--- src/rtl/seq_gen_pkg.sv ---
// Shared state encodings and width helper for the serial pattern generator.
package seq_gen_pkg;

    typedef logic [2:0] seq_state_t;

    localparam seq_state_t ST_IDLE   = 3'd0;
    localparam seq_state_t ST_SHIFT  = 3'd1;
    localparam seq_state_t ST_GAP    = 3'd2;
    localparam seq_state_t ST_FIN    = 3'd3;
    localparam seq_state_t ST_PARITY = 3'd4;

    // Width able to hold any length 0..PAT_W.
    function automatic int seq_len_w(input int pat_w);
        return $clog2(pat_w) + 1;
    endfunction

endpackage

--- src/rtl/seq_gen_shreg.sv ---
// Loadable left-aligned shift register with a remaining-bit down-counter.
// The caller emits din[PAT_W-1] itself on load; msb is the next bit, last_bit means no bits remain.
module seq_gen_shreg
    import seq_gen_pkg::*;
#(
    parameter int PAT_W = 8,
    parameter int LEN_W = seq_len_w(PAT_W)
) (
    input  logic             clk,
    input  logic             rst,
    input  logic             load,
    input  logic             shift,
    input  logic [PAT_W-1:0] din,
    input  logic [LEN_W-1:0] len,
    output logic             msb,
    output logic             last_bit
);

    logic [PAT_W-1:0] sr_q, sr_d;
    logic [LEN_W-1:0] cnt_q, cnt_d;

    always_comb begin
        sr_d  = sr_q;
        cnt_d = cnt_q;
        if (load) begin
            sr_d  = din << 1;
            cnt_d = len - LEN_W'(1);
        end else if (shift) begin
            sr_d  = sr_q << 1;
            cnt_d = cnt_q - LEN_W'(1);
        end
    end

    always_ff @(posedge clk) begin
        if (rst) begin
            sr_q  <= '0;
            cnt_q <= '0;
        end else begin
            sr_q  <= sr_d;
            cnt_q <= cnt_d;
        end
    end

    assign msb      = sr_q[PAT_W-1];
    assign last_bit = (cnt_q == '0);

endmodule

--- src/rtl/seq_pattern_gen.sv ---
// Serial MSB-first pattern transmitter with repeat passes, idle gaps and a done pulse.
// SEQ_PATTERN_GEN_PARITY_EN appends an even-parity bit after every pass.
module seq_pattern_gen
    import seq_gen_pkg::*;
#(
    parameter int  PAT_W   = 8,
    parameter int  CNT_W   = 4,
    parameter int  GAP_CYC = 0,
    localparam int LEN_W   = seq_len_w(PAT_W)
) (
    input  logic             clk,
    input  logic             rst,
    input  logic             start,
    input  logic [PAT_W-1:0] pattern,
    input  logic [LEN_W-1:0] len,
    input  logic [CNT_W-1:0] repeat_n,
    input  logic             abort,
    output logic             ready,
    output logic             x,
    output logic             x_valid,
    output logic             done
);

    localparam logic [LEN_W-1:0] PAT_W_L = LEN_W'(PAT_W);
    localparam int               GAP_W   = 16;

    seq_state_t       state_q, state_d;
    logic [PAT_W-1:0] pat_q, pat_d;
    logic [LEN_W-1:0] len_q, len_d, eff_len;
    logic [CNT_W-1:0] rep_q, rep_d;
    logic [GAP_W-1:0] gap_q, gap_d;
    logic             x_q, x_d, x_valid_q, x_valid_d;
    logic             ready_q, ready_d, done_q, done_d;
    logic             sr_load, sr_shift, sr_msb, sr_last;
    logic [PAT_W-1:0] sr_din;
    logic [LEN_W-1:0] sr_len;
    logic             pass_end, reload;
`ifdef SEQ_PATTERN_GEN_PARITY_EN
    logic             par_q, par_d;
`endif

    assign eff_len = (len == '0 || len > PAT_W_L) ? PAT_W_L : len;

    always_comb begin
        state_d  = state_q;
        pat_d    = pat_q;
        len_d    = len_q;
        rep_d    = rep_q;
        gap_d    = gap_q;
        x_d      = 1'b0;
        sr_load  = 1'b0;
        sr_shift = 1'b0;
        sr_din   = pat_q;
        sr_len   = len_q;
        pass_end = 1'b0;
        reload   = 1'b0;
`ifdef SEQ_PATTERN_GEN_PARITY_EN
        par_d    = par_q;
`endif
        case (state_q)
            ST_IDLE, ST_FIN: begin
                state_d = ST_IDLE;
                if (start && !abort) begin
                    // Pattern is stored left-aligned so every pass starts at bit PAT_W-1.
                    pat_d  = pattern << (PAT_W_L - eff_len);
                    len_d  = eff_len;
                    rep_d  = repeat_n;
                    reload = 1'b1;
                end
            end
            ST_SHIFT: begin
                if (!sr_last) begin
                    x_d      = sr_msb;
                    sr_shift = 1'b1;
`ifdef SEQ_PATTERN_GEN_PARITY_EN
                    par_d    = par_q ^ sr_msb;
`endif
                end else begin
`ifdef SEQ_PATTERN_GEN_PARITY_EN
                    state_d = ST_PARITY;
                    x_d     = par_q;
`else
                    pass_end = 1'b1;
`endif
                end
            end
`ifdef SEQ_PATTERN_GEN_PARITY_EN
            ST_PARITY: pass_end = 1'b1;
`endif
            ST_GAP: begin
                if (gap_q == '0) reload = 1'b1;
                else             gap_d  = gap_q - GAP_W'(1);
            end
            default: state_d = ST_IDLE;
        endcase

        if (pass_end) begin
            if (rep_q == '0) begin
                state_d = ST_FIN;
            end else begin
                rep_d = rep_q - CNT_W'(1);
                if (GAP_CYC == 0) begin
                    reload = 1'b1;
                end else begin
                    state_d = ST_GAP;
                    gap_d   = GAP_W'(GAP_CYC - 1);
                end
            end
        end

        if (reload) begin
            state_d = ST_SHIFT;
            sr_load = 1'b1;
            sr_din  = pat_d;
            sr_len  = len_d;
            x_d     = pat_d[PAT_W-1];
`ifdef SEQ_PATTERN_GEN_PARITY_EN
            par_d   = pat_d[PAT_W-1];
`endif
        end

        if (abort && state_q != ST_IDLE) begin
            state_d = ST_IDLE;
            x_d     = 1'b0;
        end
    end

    always_comb begin
        x_valid_d = (state_d == ST_SHIFT) || (state_d == ST_PARITY);
        ready_d   = (state_d == ST_IDLE) || (state_d == ST_FIN);
        done_d    = (state_d == ST_FIN);
    end

    always_ff @(posedge clk) begin
        if (rst) begin
            state_q   <= ST_IDLE;
            pat_q     <= '0;
            len_q     <= '0;
            rep_q     <= '0;
            gap_q     <= '0;
            x_q       <= 1'b0;
            x_valid_q <= 1'b0;
            ready_q   <= 1'b1;
            done_q    <= 1'b0;
`ifdef SEQ_PATTERN_GEN_PARITY_EN
            par_q     <= 1'b0;
`endif
        end else begin
            state_q   <= state_d;
            pat_q     <= pat_d;
            len_q     <= len_d;
            rep_q     <= rep_d;
            gap_q     <= gap_d;
            x_q       <= x_d;
            x_valid_q <= x_valid_d;
            ready_q   <= ready_d;
            done_q    <= done_d;
`ifdef SEQ_PATTERN_GEN_PARITY_EN
            par_q     <= par_d;
`endif
        end
    end

    seq_gen_shreg #(
        .PAT_W (PAT_W),
        .LEN_W (LEN_W)
    ) u_shreg (
        .clk      (clk),
        .rst      (rst),
        .load     (sr_load),
        .shift    (sr_shift),
        .din      (sr_din),
        .len      (sr_len),
        .msb      (sr_msb),
        .last_bit (sr_last)
    );

    assign ready   = ready_q;
    assign x       = x_q;
    assign x_valid = x_valid_q;
    assign done    = done_q;

endmodule

--- config.mk ---
export PLATFORM = sky130hd
export DESIGN_NAME = seq_pattern_gen
export DESIGN_NICKNAME = d
export VERILOG_FILES = /design/src/rtl/seq_gen_pkg.sv /design/src/rtl/seq_gen_shreg.sv /design/src/rtl/seq_pattern_gen.sv
export SDC_FILE = /design/constraint.sdc
export NUM_CORES = 1
export LEC_CHECK = 0
export ABC_CLOCK_PERIOD_IN_PS = 3180
export CAP_MARGIN = 20
export CORE_MARGIN = 2
export CORE_UTILIZATION = 45
export CTS_CLUSTER_SIZE = 10
export DETAILED_ROUTE_END_ITERATION = 10
export PLACE_DENSITY_LB_ADDON = 0.3
export SYNTH_ARGS = -nofsm -noshare
export SYNTH_HDL_FRONTEND = slang
export SYNTH_SLANG_ARGS = --single-unit
--- constraint.sdc ---
create_clock -name clk -period 3.18 [get_ports clk]
set_input_delay 0.636 -clock clk [delete_from_list [all_inputs] [get_ports clk]]
set_output_delay 0.636 -clock clk [all_outputs]
set_load 0.02 [all_outputs]
# [Word-level counts from Yosys, hierarchy flattened]
# Index checks and enable logic that the tools add are counted.
[totals] ff_bits=50 output_inout_bits=4 word_cells=76 in_bits=20
[classes] n_addsub=5 n_mux=33 n_eq_ne=6 magnitude_cmp=1 n_shift=1 n_reduce_logical=18 n_bitwise=1
[ops] op="4-bit two-way mux" count=10
[ops] op="8-bit two-way mux" count=4
[ops] op="16-bit zero test" count=1
[ops] op="16-bit by 1-bit subtractor with 16-bit output (second input constant)" count=1
[ops] op="3-bit two-way mux" count=5
[ops] op="4-bit zero test" count=3
[ops] op="1-bit two-way mux" count=12
[ops] op="4-bit by 1-bit subtractor with 4-bit output (second input constant)" count=3
[ops] op="3-bit by 2-bit == test with 1-bit output (second input constant)" count=3
[ops] op="8-bit by 4-bit left shift with 8-bit output" count=1
[ops] op="7-bit two-way mux" count=1
[ops] op="3-bit by 1-bit == test with 1-bit output (second input constant)" count=2
[ops] op="3-bit zero test" count=2
[ops] op="2-bit OR reduction" count=3
[ops] op="4-bit > comparator (second input constant)" count=1
[ops] op="4-bit subtractor (first input constant)" count=1
[ops] op="3-bit == test (second input constant)" count=1
[ops] op="1-bit logical OR" count=3
[ops] op="3-bit nonzero test" count=1
[ops] op="1-bit logical AND" count=2
[ops] op="1-bit case mux with 2 select lines" count=1
[ops] op="2-bit AND reduction" count=1
[ops] op="2-bit nonzero test" count=1
[ops] op="1-bit zero test" count=1
[ops] op="1-bit inverter" count=1

# [Longest topological paths before layout]
[logic_depth] ltp_word=10 mapped_depth=14 ltp_nobuf=12

# [Modules after synthesis]
# From an unflattened synthesis, not the netlist that was laid out.
[hier_totals] hier_cells=309 hier_area_um2=2678.8
[modules_own_cells] module="seq_pattern_gen" cells_per_inst=251 instances=1 seq_area_each_um2=780.7 area_each_um2=2085.8
[modules_own_cells] module="seq_gen_shreg" cells_per_inst=58 instances=1 seq_area_each_um2=220.2 area_each_um2=593.1

# [Worst setup path before layout]
# OpenSTA, ideal clock, no wires.
[synth_path] path_type="input to register" start="input abort" end="register u_shreg.cnt_q[2]" stages=12 slack_ns=0.474 t_arrival_ns=2.627 n_path_buf=2 required_ns=3.101 path_cell_list="or3b_4 -> or2_0 -> buf_2 -> buf_2 -> a21oi_1 -> nand2_1 -> o21ai_0 -> ha_1 -> nor3b_1 -> xor2_1 -> nor2_1 -> a211oi_2"
[synth_between] elab_chain_len=9
[synth_lines] element="start: declaration" line="seq_pattern_gen.sv:17" text="input logic abort,"
[synth_lines] element="1-bit zero test *" line="seq_pattern_gen.sv:63" text="if (start && !abort) begin"
[synth_lines] element="1-bit logical AND *" line="seq_pattern_gen.sv:63"
[synth_lines] element="1-bit two-way mux" line="seq_pattern_gen.sv:63"
[synth_lines] element="1-bit case mux with 2 select lines" line="seq_pattern_gen.sv:60" text="case (state_q)"
[synth_lines] element="1-bit two-way mux" line="seq_pattern_gen.sv:98" text="if (rep_q == '0) begin"
[synth_lines] element="1-bit two-way mux" line="seq_pattern_gen.sv:97" text="if (pass_end) begin"
[synth_lines] element="4-bit two-way mux" line="seq_pattern_gen.sv:111" text="if (reload) begin"
[synth_lines] element="4-bit by 1-bit subtractor with 4-bit output" line="seq_gen_shreg.sv:27" text="cnt_d = len - LEN_W'(1);"
[synth_lines] element="4-bit two-way mux" line="seq_gen_shreg.sv:25" text="if (load) begin"
[synth_lines] element="end signal: assignment" line="seq_gen_shreg.sv:40" text="cnt_q <= cnt_d;"
[synth_lines] element="end: declaration" line="seq_gen_shreg.sv:20" text="logic [LEN_W-1:0] cnt_q, cnt_d;"
# Every way passes the cells marked *; elsewhere a longest branch is shown, timed or not.
# A chain may end at the register's enable or synchronous reset.

# [Final worst setup path]
# Ends and elaborated chain as after synthesis.

==> metrics.md <==
| Metric | Value |
|---|---|
| Kind of end point of the critical path | flip-flop |
| Core area | ~5800 um2 |
| #FFs+latches synth | 50 |
| Tot Pwr | 1.165 mW |
| FF-to-FF setup slack | 0.44 ns |
| Yosys top cell by area | dfxtp_1 |
| Clock buffer depth | 2 |
| Clock root buffer | clkbuf_8 |
| Drt wl/cell | 13.85 um |
| Fmax | around 350 MHz |
| Clock buffer count from CTS | 5 |
| Worst-margin pin slew | approximately 0.6 ns |
| Kind of critical path | primary input to flip-flop |
| Hold WC Path Type | flip-flop to flip-flop |
| IO Count | 24 |
| CP Capture Point | u_shreg.cnt_q[2] |
| Final hold violation count | 0 |
| DP Area | about 3000 um2 |
| First-pass GRT wire length | 9.135 mm |
| Total Routing Usage GR | 17.57% |
| Die width | a little over 80 um |
| Worst R2R Start | rep_q[0] |
| Clock sink total | 50 |
| Synth cell count leaders | 50 x dfxtp_1, 34 x nor2_1, 21 x a21oi_1, 18 x nand2_1, 15 x nor3_1 |
| Leakage Power | 1.061 nW |
| DRC | 0 |
| Finished Core Util | roughly 53% |
| Total wire length | 5.511 mm |
| Mapped Avg Cell Area | 9.068 um2 |
| Initial antenna violation count | 0 |
| Clk pin slew, worst setup/hold paths | 0.08 ns |
| TritonRoute pass-1 iters | 4 |
| H-Tree Depth | 2 |
| Clock Skews | 0.007202 ns |
| Iter 0 DRT Violations | 108 |
| Max cap viols | 0 |
| Final Non-Filler Cells | 398 |
| RSZ-0062 raised after global routing | no |
| Ranking of synthesized cells by area | dfxtp_1 37%, nor2_1 4.8%, xor2_1 4.6% |
| Yosys cell types | between 60 and 70 |
| Placer congestion estimate | 0.8220 |
| Post-DP HPWL | 4.085 mm |
| Area grow syn2layout | 14.45% |
| CTS tree | yes |
| Most Used Layer, Global Route | met2 |
| Hold Buf Count CTS | 0 |
| Final setup vio count | 0 |
| Rel. slew slack | 59.90% |
| Fraction of layout cells with a size suffix above 1 | 12.69% |
| FF+latch area | 1001 um2 |
| Placed cells | 391 |
| Routed vias/inst | 5.606 |
| Global Route met2 Usage | about 29% |
| Status | finished, final reports clean |
| Peak VDD IR | 188.8 uV |
| Net count after synthesis | 320 |
| Minimum clock period | 2.827 ns |
| Post-Synthesis Cell Area | around 2700 um2 |
| Fillcell total | ~570 |
| Area of the multi-input gates | 1548 um2 |
| Register area share after synthesis | a little under two fifths |
| Ant diodes | 0 |
| Dominant cell by count in the synthesized netlist | dfxtp_1 |
| Worst Path Arrival | 3.04 ns |
| Antenna-violating nets left | 0 |
| Die area | around 6600 um2 |
| Grt total ovfl | 0 |
| Capturing point of the worst reg2reg path | u_shreg.cnt_q[2] |
| Routed vias | 2,231 |
| Initial Utilization | 46.00% |
| Max Slew Vio Count | 0 |
| Largest net degree at the start of global routing | 42 |
| Hold_sp | pat_q[3] |
| NumNets Final | 348 |
| WP data required | 3.40 ns |
| Setup TNS | 0 ns |
| Vias in the first global route | 2,060 |
| Final instance area | slightly above 3000 um2 |
| Path depth of the worst reg2reg path | 11 |
| Number of synthesized flops with an enable pin | 0 |
| Synthesis Warnings | 0 |
| Grt met1 use | roughly a quarter |
| Post-cts resize count | 0 |
| Worst Setup Start Kind | primary input |
| FFs w/ async S/R, synth | 0% |
| Die H | just over 80 um |
| GR Util met3 | 3.000% |
| Input/output buffers | 23 |
| Period utilisation layout | 88.91% |
| Power Density | 380.5 nW/um2 |
| Skew-Pair Late Insertion Delay | 0.29 ns |
| Row count | 28 |
| Synth top area share | 37.42% |
| Ys flop type | dfxtp_1 |
| Critical Path Source | abort |
| Maximum fanout along the worst path | 5 |
| Post-CTS Setup Inserts | 0 |
| Cells after Synth | 295 |
per-layer routing:
layer  part of all wire (%)  wire length (um)  vias to the layer above
li1                       -                 -                     1133
met2                     46              2544                       52
met5                      0                 0                        -
met3                    4.9               268                        5
met4                    1.1                63                        0
met1                     48              2635                     1041
sequential cells by signal (all words and copies together), names as in the netlist:
name and count:
pat_q 8, rep_q 4, ready 1, done 1, u_shreg.cnt_q 4, state_q 3
len_q 4, x_valid 1, x 1, u_shreg.sr_q 7, gap_q 16
through the flow:
| stage | hold WS, ns | setup WS [ns] |
|---|---|---|
| final | 0.4718 | 0.3526 |
| after global routing | 0.4871 | 0.1863 |
| after CTS | 0.4692 | 0.3592 |
| after detailed placement | 0.4585 | 0.06682 |
| after global placement | 0.4509 | 0.1501 |
| after floorplan | 0.4290 | 0.4740 |
kinds of logic (layout without fill, tap and decap cells):
family	count (synthesis)	count (layout)	synth area share (%)
AND/OR/NAND/NOR	123	123	25.72
AO/OA/AOI/OAI	65	65	17.91
flip-flops	50	50	37.42
XOR/XNOR	21	21	6.876
buffers and inverters	21	49	4.724
multiplexers	9	9	4.864
adder cells (fa/ha/maj)	5	5	2.339
other	1	1	0.1402
critical path: stages:
cell             delay [ns]
clkdlybuf4s50_1        0.44
or3b_4                 0.42
or2_0                  0.30
a21oi_1                0.21
nand2_1                0.09
o21ai_0                0.09
ha_1                   0.20
nor3b_1                0.24
xor2_1                 0.17
nor2_1                 0.06
a211oi_2               0.18
power by group:
part | total, mW | switching (mW) | internal (mW)
logic | 0.176 | 0.0923 | 0.0840
registers | 0.649 | 0.0101 | 0.639
clock network | 0.339 | 0.187 | 0.152
total | 1.16 | 0.290 | 0.875
how the worst min path moves through the flow:
stage          cells past startpoint  slack, ns        to
6_report                           2       0.47  pat_q[3]
5_1_grt                            2       0.49  pat_q[3]
4_1_cts                            2       0.47  pat_q[3]
3_5_place_dp                       2       0.46  pat_q[3]
3_3_place_gp                       2       0.45  pat_q[3]
2_1_floorplan                      2       0.43  pat_q[0]
layout make-up:
type / instances / area share (%)
Multi-Input combinational cell: 224 / 50.55
Clock buffer: 7 / 2.493
Sequential cell: 50 / 32.69
Timing Repair Buffer: 34 / 10.22
Tap cell: 75 / 3.065
Inverter: 8 / 0.9808
placed cells by master (no fill, tap or decap), types with 3 or more instances in the layout:
cell type,count
buf_4,11
a21boi_0,3
nand2_1,18
or3_1,3
nand4_1,6
a22oi_1,6
and3_1,4
a211oi_1,4
mux4_2,3
nand3_1,7
clkbuf_8,5
xor2_1,14
mux2i_1,4
clkdlybuf4s50_1,23
ha_1,5
nor3_1,15
inv_1,7
nor2_1,34
o21ai_0,6
dfxtp_1,50
nor4_1,3
xnor2_1,7
nor3b_1,4
a21oi_1,21
o31ai_1,4
a211oi_2,3
(Power assumes the default switching activity.)
